$ cat src/rtl/slt_multicycle.sv
// slt_multicycle: multi-cycle set-less-than. A - B is formed as A + ~B + 1,
// CHUNK bits per clock (LSB chunk first), carry registered between chunks.
// Result is {WIDTH-1 zeros, lt}; ovf flags signed overflow of A - B.
// Latency N+1 cycles from accept to done (N = WIDTH/CHUNK); no input-to-output
// combinational path. Optional feature macro: SLT_UNSIGNED_EN (enables SLTU).
module slt_multicycle #(
  parameter int WIDTH = 32,
  parameter int CHUNK = 8
) (
  input  logic             clk,
  input  logic             rst,
  input  logic             start,
  input  logic [WIDTH-1:0] a,
  input  logic [WIDTH-1:0] b,
  input  logic             is_unsigned,
  output logic             busy,
  output logic             done,
  output logic [WIDTH-1:0] r,
  output logic             ovf
);

  localparam int N  = WIDTH / CHUNK;
  localparam int CW = (N > 1) ? $clog2(N) : 1;

  typedef enum logic [1:0] {
    S_IDLE,
    S_BUSY,
    S_DONE
  } state_t;

  state_t           r_state;
  logic [WIDTH-1:0] r_a;
  logic [WIDTH-1:0] r_nb;
  logic             r_carry;
  logic [CW-1:0]    r_cnt;

`ifdef SLT_UNSIGNED_EN
  logic             r_uns;
`else
  // Port kept for interface compatibility; the mode is always signed here.
  logic             w_unused_uns;
  assign w_unused_uns = is_unsigned;
`endif

  logic [CHUNK-1:0] w_a_chunk;
  logic [CHUNK-1:0] w_nb_chunk;
  logic [CHUNK:0]   w_sum;
  logic             w_cout;
  logic             w_sign;
  logic             w_cmsb;
  logic             w_ov;
  logic             w_last;
  logic             w_accept;
  logic             w_lt;
  logic             w_ovf;

  assign w_a_chunk  = r_a[r_cnt*CHUNK +: CHUNK];
  assign w_nb_chunk = r_nb[r_cnt*CHUNK +: CHUNK];
  assign w_sum      = {1'b0, w_a_chunk} + {1'b0, w_nb_chunk} + {{CHUNK{1'b0}}, r_carry};
  assign w_cout     = w_sum[CHUNK];
  assign w_sign     = w_sum[CHUNK-1];
  // Carry into the top bit recovered from the sum bit: s = a ^ b ^ cin.
  assign w_cmsb     = w_a_chunk[CHUNK-1] ^ w_nb_chunk[CHUNK-1] ^ w_sign;
  assign w_ov       = w_cmsb ^ w_cout;
  assign w_last     = (r_cnt == CW'(N - 1));
  assign w_accept   = start && (r_state != S_BUSY);

`ifdef SLT_UNSIGNED_EN
  // Unsigned: no carry out of A + ~B + 1 means a borrow, i.e. A < B.
  assign w_lt  = r_uns ? ~w_cout : (w_sign ^ w_ov);
  assign w_ovf = r_uns ? 1'b0 : w_ov;
`else
  assign w_lt  = w_sign ^ w_ov;
  assign w_ovf = w_ov;
`endif

  // Control FSM and datapath: accept, per-chunk add with carry, final result write.
  always_ff @(posedge clk) begin
    if (rst) begin
      r_state <= S_IDLE;
      r_a     <= '0;
      r_nb    <= '0;
      r_carry <= 1'b0;
      r_cnt   <= '0;
`ifdef SLT_UNSIGNED_EN
      r_uns   <= 1'b0;
`endif
      busy    <= 1'b0;
      done    <= 1'b0;
      r       <= '0;
      ovf     <= 1'b0;
    end else begin
      case (r_state)
        S_IDLE, S_DONE: begin
          done <= 1'b0;
          if (w_accept) begin
            r_a     <= a;
            r_nb    <= ~b;
            r_carry <= 1'b1;
            r_cnt   <= '0;
`ifdef SLT_UNSIGNED_EN
            r_uns   <= is_unsigned;
`endif
            busy    <= 1'b1;
            r_state <= S_BUSY;
          end else begin
            r_state <= S_IDLE;
          end
        end
        S_BUSY: begin
          r_carry <= w_cout;
          if (w_last) begin
            r       <= {{(WIDTH-1){1'b0}}, w_lt};
            ovf     <= w_ovf;
            done    <= 1'b1;
            busy    <= 1'b0;
            r_state <= S_DONE;
          end else begin
            r_cnt   <= r_cnt + CW'(1);
          end
        end
        default: begin
          r_state <= S_IDLE;
          busy    <= 1'b0;
          done    <= 1'b0;
        end
      endcase
    end
  end

endmodule
$ cat config.mk
export PLATFORM = sky130hd
export DESIGN_NAME = slt_multicycle
export DESIGN_NICKNAME = d
export VERILOG_FILES = /design/src/rtl/slt_multicycle.sv
export SDC_FILE = /design/constraint.sdc
export NUM_CORES = 1
export LEC_CHECK = 0
export BUFFER_PORTS_ARGS = -buffer_cell sky130_fd_sc_hd__buf_4
export CAP_MARGIN = 20
export CELL_PAD_IN_SITES_DETAIL_PLACEMENT = 1
export CELL_PAD_IN_SITES_GLOBAL_PLACEMENT = 2
export CORE_UTILIZATION = 25
export DETAILED_ROUTE_END_ITERATION = 10
export PLACE_DENSITY = 0.75
export SLEW_MARGIN = 20
export SYNTH_ARGS = -nofsm -noshare
export SYNTH_HDL_FRONTEND = slang
export SYNTH_SLANG_ARGS = --single-unit
$ cat constraint.sdc
create_clock -name clk -period 4.7 [get_ports clk]
set_input_delay 0.235 -clock clk [delete_from_list [all_inputs] [get_ports clk]]
set_output_delay 0.235 -clock clk [all_outputs]
set_load 0.01 [all_outputs]
==> reports/metrics.yaml, run 1 <==
worst_hold_path:
  min-delay-path-class: "in -> reg"
synthesis:
  yosys_reg_bits: 73
  postSynth.topFlopCell: "sky130_fd_sc_hd__dfxtp_1"
  synth_top_cell_area_share: 0.444
  yosys_warning_total: 0
  synth_cells: 357
  synth_enable_flop_cells: 0
  post-synth-top-area-cell: "sky130_fd_sc_hd__dfxtp_1"
  async_reset_ff_frac: 0
  syn-mean-instance-area_sq_um: 9.22
  ys_seq_area_frac: 0.444
  yosysUniqueCellTypes: 26
  synth.top_cells.by_area: "sky130_fd_sc_hd__dfxtp_1 (44%), sky130_fd_sc_hd__mux4_2 (11%), sky130_fd_sc_hd__buf_4 (7.8%)"
  syn_area_sq_mm: 0.00329
timing:
  slew_headroom: 0.334
  max_slew.worst_pin.slew_ps: 998
  finalSetupViolations: 0
  post-route-min-period_ps: 2880
  slew_viol_final: 0
  fmax_mhz: 348
  grt_setup_unrepaired: "false"
  hold_viol_final: 0
  period_share: 0.612
  worst_setup_skew_after_layout_ps: 6.83
  totalNegativeSetupSlack_ps: 0
power:
  p_clk_frac: 0.467
  power.net_switching_mw: 0.389
  power.internal_mw: 1.29
  seq_power_share: 0.410
  netSwitchingFraction: 0.231
  cellLeakagePower_nw: 1.68
  combinational_group_share_of_total_power: 0.122
  power_consumption_mw: 1.68
  max-vdd-ir-drop_uv: 210
  power.density_mw_per_mm2: 405
worst_setup_path:
  critical_path_required_ps: 4950
  worst-setup-path-type: "reg -> reg"
  worst_ep_arrival_time_ps: 3130
  critical_path_peak_fanout: 13
  kind_of_launch_point_of_the_worst_setup_path: "flip-flop"
  timing.critical_path.to_type: "flip-flop"
finish:
  most_frequent_standard_cell_in_the_layout_excluding_fill_and_tap_cells: "sky130_fd_sc_hd__dfxtp_1"
  layout_cells_sized_above_1: 0.259
  diodes: 0
  commonest_cells_after_routing_fill_and_taps_aside: "sky130_fd_sc_hd__dfxtp_1 (73), sky130_fd_sc_hd__buf_4 (72), sky130_fd_sc_hd__nand2_1 (66)"
  final_nets: 489
  layout-area-overhead-vs-synth_pct: 26.3
  final_cell_area_sq_mm: 0.00416
  layout.core_utilization: 0.327
clock_network:
  post_cts_clock_slew_at_the_launch_and_capture_registers_of_the_worst_setup_and_hold_paths_ps: 60
  max-clock-path-buffers: 2
  post_cts_resize_count: 0
  tritoncts_clock_tree: "yes"
  clockRootBuffer: "sky130_fd_sc_hd__clkbuf_16"
  cts.sink_count: 73
  tritoncts_buffers: 9
  htreeDepth: 3
  holdBufCountCts: 0
  clk-insertion-delay-late_ps: 330
  cts_setup_buffers: 0
placement:
  post_dp_cell_area_sq_mm: 0.00381
  portBuffers: 70
  place_hpwl_um: 5860
  gp_weighted_congestion: 0.693
route:
  route.detailed.drc: 0
  dr.pass1.iters: 4
  routed_via_density: 4.33
  final_routed_wirelength_um: 8320
  ant_nets: 0
  drt_first_iter_violations: 115
  drt-wirelength-per-cell_um: 14.1
  via_count: 2553
grt:
  grt_start_max_net_pins: 74
  grt_pass1_vias: 2520
  grt_first_pass_wirelength_um: 12900
  global_route.usage.total: 0.127
  globalRouteOverflowTotal: 0
  grt_antenna_before_repair: 0
floorplanning:
  die-height_um: 117
  initial_core_util: 0.259
  die_w_um: 117
  fp-row-count: 41
  num_io_pins: 103
  core_area_sq_mm: 0.0127
  die_area_sq_mm: 0.0136
run:
  drv.max_cap_violation_count: 0
status:
  status: "completed"
-- power groups by stage --
| stage | sequential [mW] | clock, mW | combinational, mW |
|---|---|---|---|
| 6_report | 0.691 | 0.786 | 0.206 |
| 4_1_cts | 0.691 | 0.802 | 0.211 |
| 3_3_place_gp | 0.702 | 0 | 0.202 |
| 5_1_grt | 0.697 | 0.833 | 0.231 |
| 3_5_place_dp | 0.704 | 0 | 0.210 |
| 2_1_floorplan | 0.691 | 0 | 0.161 |
-- flip-flops by register name (all words and copies together), names as in the netlist --
| name | flops |
|---|---|
| r | 1 |
| r_a | 32 |
| r_nb | 32 |
| busy | 1 |
| ovf | 1 |
| done | 1 |
| r_cnt | 2 |
| r_carry | 1 |
| r_state | 2 |
-- final timing paths --
check,from,to,slack [ps],depth (start not counted)
setup / recovery,r_cnt[0],ovf,1820,7
hold / removal,b[9],r_nb[9],80,2
setup reg to reg,r_cnt[0],ovf,1820,7
hold reg to reg,r_a[20],r_a[20],460,2
-- routing by layer --
metal | up-vias | wire [um] | track usage
li1 | 1284 | - | -
met3 | 8 | 325 | 0.0247
met2 | 45 | 4380 | 0.222
met4 | 0 | 125 | 0.0582
met5 | - | 0 | 0
met1 | 1216 | 3500 | 0.151
-- worst max-delay path: stages (launching register included) --
cell and delay, ps:
sky130_fd_sc_hd__dfxtp_1 620, sky130_fd_sc_hd__buf_4 350, sky130_fd_sc_hd__mux4_2 560, sky130_fd_sc_hd__ha_1 300, sky130_fd_sc_hd__o2111a_1 260, sky130_fd_sc_hd__a211oi_2 340, sky130_fd_sc_hd__nand2_1 110, sky130_fd_sc_hd__a311oi_2 250
-- metrics by stage --
| stage | setup slack (ps) | hold WS (ps) | std cells |
|---|---|---|---|
| after global routing | 1670 | 70.9 | 589 |
| after detailed placement | 1770 | 419 | 573 |
| after global placement | 1840 | 415 | 573 |
| after floorplan | 2330 | 331 | 387 |
| after CTS | 1760 | 67.8 | 589 |
| final | 1820 | 78.2 | 589 |
-- cells in the mapped netlist (2+ instances only) --
master                     count
sky130_fd_sc_hd__nor2b_1       4
sky130_fd_sc_hd__mux4_2       16
sky130_fd_sc_hd__buf_4        34
sky130_fd_sc_hd__nand2_1      66
sky130_fd_sc_hd__clkbuf_1     12
sky130_fd_sc_hd__a21oi_1      36
sky130_fd_sc_hd__nand2b_1      3
sky130_fd_sc_hd__ha_1          9
sky130_fd_sc_hd__nor3_1        4
sky130_fd_sc_hd__nor2_1       41
sky130_fd_sc_hd__a211oi_1     32
sky130_fd_sc_hd__a211oi_2      2
sky130_fd_sc_hd__buf_2        11
sky130_fd_sc_hd__dfxtp_1      73
sky130_fd_sc_hd__o21ai_0       3
-- layout make-up --
cell class	instances	area, sq um
fillers	1517	8560
multi-input cells	255	1590
flip-flops and latches	73	1460
repair buffers	72	541
clock buffers	11	243
well taps	172	215
clock inverters	5	103
inverters	1	3.75
-- kinds of logic after synthesis --
| logic type | Yosys count | share of synthesized area |
|---|---|---|
| buf+inv | 59 | 0.110 |
| simple gates | 120 | 0.145 |
| fa+ha+maj | 9 | 0.0342 |
| flops | 73 | 0.444 |
| other cells | 1 | 0.00114 |
| mux | 16 | 0.109 |
| compound gates | 79 | 0.156 |
(Power assumes the default switching activity.)
==> inputs of run 2 (changes only) <==
clock period = 2.8 ns   (was 4.7 ns; I/O delays follow)
==> run 2 against run 1 <==
Net effect: total power rose by 57%; core utilization is 2.3 points higher; sequential share of layout area fell by 2.3 points; non-clock buffer count is 36 higher; routed wire length up 9.3%; count of clock-buffer cells in the layout up 1; die area unchanged; final cell count is 5.9% higher; worst setup slack got worse by 1500 ps; final area rose by 7.1%.
==> reports/metrics.yaml, run 2 (synthesis gave the netlist of run 1 again) <==
grt:
  grt_pass1_vias: 2848  # was 2520
  grt_start_max_net_pins: 77  # was 74
  global_route.usage.total: 0.142  # was 0.127
  globalRouteOverflowTotal: 0  # unchanged
  grt_antenna_before_repair: 0  # unchanged
  grt_first_pass_wirelength_um: 14500  # was 12900 um
route:
  route.detailed.drc: 0  # unchanged
  final_routed_wirelength_um: 9090  # was 8320 um
  drt_first_iter_violations: 134  # was 115
  via_count: 2698  # was 2553
  ant_nets: 0  # unchanged
  dr.pass1.iters: 4  # unchanged
  drt-wirelength-per-cell_um: 14.6  # was 14.1 um
  routed_via_density: 4.32  # was 4.33
timing:
  fmax_mhz: 398  # was 348 MHz
  totalNegativeSetupSlack_ps: 0  # unchanged
  finalSetupViolations: 0  # unchanged
  max_slew.worst_pin.slew_ps: 786  # was 998 ps
  period_share: 0.897  # was 0.612
  slew_viol_final: 0  # unchanged
  post-route-min-period_ps: 2510  # was 2880 ps
  hold_viol_final: 0  # unchanged
  grt_setup_unrepaired: "false"  # unchanged
  worst_setup_skew_after_layout_ps: 6.17  # was 6.83 ps
  fin_worst_hold_slack_ps: 9.34  # was 78.2 ps
  slew_headroom: 0.476  # was 0.334
power:
  netSwitchingFraction: 0.250  # was 0.231
  power.net_switching_mw: 0.660  # was 0.389 mW
  max-vdd-ir-drop_uv: 294  # was 210 uV
  cellLeakagePower_nw: 1.82  # was 1.68 nW
  power.density_mw_per_mm2: 592  # was 405 mW/mm^2
  power.internal_mw: 1.98  # was 1.29 mW
  combinational_group_share_of_total_power: 0.151  # was 0.122
  p_clk_frac: 0.410  # was 0.467
  seq_power_share: 0.439  # was 0.410
clock_network:
  post_cts_resize_count: 0  # unchanged
  cts_setup_buffers: 0  # unchanged
  htreeDepth: 3  # unchanged
  cts.sink_count: 73  # unchanged
  clk-insertion-delay-late_ps: 330  # about the same
  post_cts_clock_slew_at_the_launch_and_capture_registers_of_the_worst_setup_and_hold_paths_ps: 50  # was 60 ps
  tritoncts_buffers: 9  # unchanged
  tritoncts_clock_tree: "yes"  # unchanged
  clockRootBuffer: "sky130_fd_sc_hd__clkbuf_16"  # unchanged
  max-clock-path-buffers: 2  # unchanged
  holdBufCountCts: 30  # was 0
worst_hold_path:
  min-delay-path-class: "in -> reg"  # unchanged
worst_setup_path:
  kind_of_launch_point_of_the_worst_setup_path: "flip-flop"  # unchanged
  critical_path_peak_fanout: 9  # was 13
  worst_ep_arrival_time_ps: 2750  # was 3130 ps
  timing.critical_path.to_type: "flip-flop"  # unchanged
  max_stage_delay_ps: 550  # was 620 ps
  worstPathBufferInverterCount: 1  # unchanged
  critPathTopFamily: "compound AO/OA/AOI/OAI gates"  # unchanged
  crit_path_cell_trace: "buf_4 -> mux4_2 -> ha_1 -> a211oi_2 -> o21ai_1 -> a211oi_2 -> nand2_1 -> a311oi_2"  # was buf_4 -> mux4_2 -> ha_1 -> o2111a_1 -> a211oi_2 -> nand2_1 -> a311oi_2
  worst-setup-path-type: "reg -> reg"  # unchanged
  critical_path.most_common_cell: "sky130_fd_sc_hd__a211oi_2"
  critical_path_required_ps: 3040  # was 4950 ps
  critical-path-slowest-cell: "sky130_fd_sc_hd__dfxtp_1"  # unchanged
placement:
  place_hpwl_um: 6140  # was 5860 um
  gp_weighted_congestion: 0.714  # was 0.693
  portBuffers: 70  # unchanged
  post_dp_cell_area_sq_mm: 0.00386  # was 0.00381 sq mm
floorplanning:
  die_w_um: 117  # unchanged
  die_area_sq_mm: 0.0136  # unchanged
  num_io_pins: 103  # unchanged
  die-height_um: 117  # unchanged
  fp-row-count: 41  # unchanged
  core_area_sq_mm: 0.0127  # unchanged
  initial_core_util: 0.259  # unchanged
status:
  status: "completed"  # unchanged
run:
  drv.max_cap_violation_count: 0  # unchanged
finish:
  diodes: 0  # unchanged
  layout.core_utilization: 0.350  # was 0.327
  most_frequent_standard_cell_in_the_layout_excluding_fill_and_tap_cells: "sky130_fd_sc_hd__buf_4"  # was sky130_fd_sc_hd__dfxtp_1
  layout-area-overhead-vs-synth_pct: 35.2  # was 26.3%
  layout_cells_sized_above_1: 0.248  # was 0.259
  final_cell_area_sq_mm: 0.00445  # was 0.00416 sq mm
  final_nets: 525  # was 489
  largestRegisters: "r_a x32, r_nb x32"  # unchanged
  commonest_cells_after_routing_fill_and_taps_aside: "sky130_fd_sc_hd__buf_4 (76), sky130_fd_sc_hd__dfxtp_1 (73), sky130_fd_sc_hd__nand2_1 (66)"  # was sky130_fd_sc_hd__dfxtp_1 (73), sky130_fd_sc_hd__buf_4 (72), sky130_fd_sc_hd__nand2_1 (66)
run 2: changes by cell type in the layout (fill, tap and decap cells not counted):
cell,before,now
sky130_fd_sc_hd__clkbuf_1,1,0
sky130_fd_sc_hd__nand2b_2,1,0
sky130_fd_sc_hd__buf_12,0,1
sky130_fd_sc_hd__buf_4,72,76
sky130_fd_sc_hd__bufinv_16,3,0
sky130_fd_sc_hd__clkbuf_8,1,3
sky130_fd_sc_hd__clkinv_2,1,3
sky130_fd_sc_hd__nand2b_1,2,3
sky130_fd_sc_hd__clkinvlp_4,1,0
sky130_fd_sc_hd__dlygate4sd3_1,0,31
run 2: final timing paths:
kind	startpoint	cells past startpoint	slack, ps	endpoint
max	r_cnt[1]	8	290	ovf
min	b[27]	2	9	r_nb[27]
max reg2reg	r_cnt[1]	8	290	ovf
min reg2reg	r_a[12]	2	460	r_a[12]
run 2: layer usage:
layer | global-route usage | wire length, um | vias up
met4 | 0.0599 | 161 | 0
met2 | 0.248 | 4780 | 48
li1 | - | - | 1353
met1 | 0.166 | 3830 | 1284
met3 | 0.0360 | 327 | 13
met5 | 0 | 0 | -
run 2: through the flow:
| stage | std cells | power [mW] | setup WS [ps] |
|---|---|---|---|
| 2_1_floorplan | 387 | 1.43 | 435 |
| 3_3_place_gp | 578 | 1.53 | 327 |
| 3_5_place_dp | 578 | 1.54 | 276 |
| 4_1_cts | 623 | 2.66 | 259 |
| 5_1_grt | 624 | 2.78 | 67.0 |
| 6_report | 624 | 2.64 | 290 |
run 2: final cells by class:
type | count | area, sq um
clock inverter | 3 | 15.0
multi-input combinational | 255 | 1590
sequential | 73 | 1460
timing repair buffer | 108 | 901
tap | 172 | 215
fill | 1524 | 8270
inverter | 1 | 3.75
clock buffer | 12 | 267
run 2: worst register-to-register path: cells and delay by family (launching register included):
family,cells,cell delay (ps)
AO/OA/AOI/OAI,4,870
adder cells (fa/ha/maj),1,310
buffers and inverters,1,270
flip-flops,1,550
multiplexers,1,320
AND/OR/NAND/NOR,1,110
run 2: power groups by stage:
| stage | combinational, mW | clock [mW] | sequential, mW |
|---|---|---|---|
| 6_report | 0.398 | 1.08 | 1.16 |
| 5_1_grt | 0.447 | 1.16 | 1.17 |
| 4_1_cts | 0.401 | 1.11 | 1.16 |
| 3_5_place_dp | 0.366 | 0 | 1.18 |
| 3_3_place_gp | 0.354 | 0 | 1.17 |
| 2_1_floorplan | 0.270 | 0 | 1.16 |
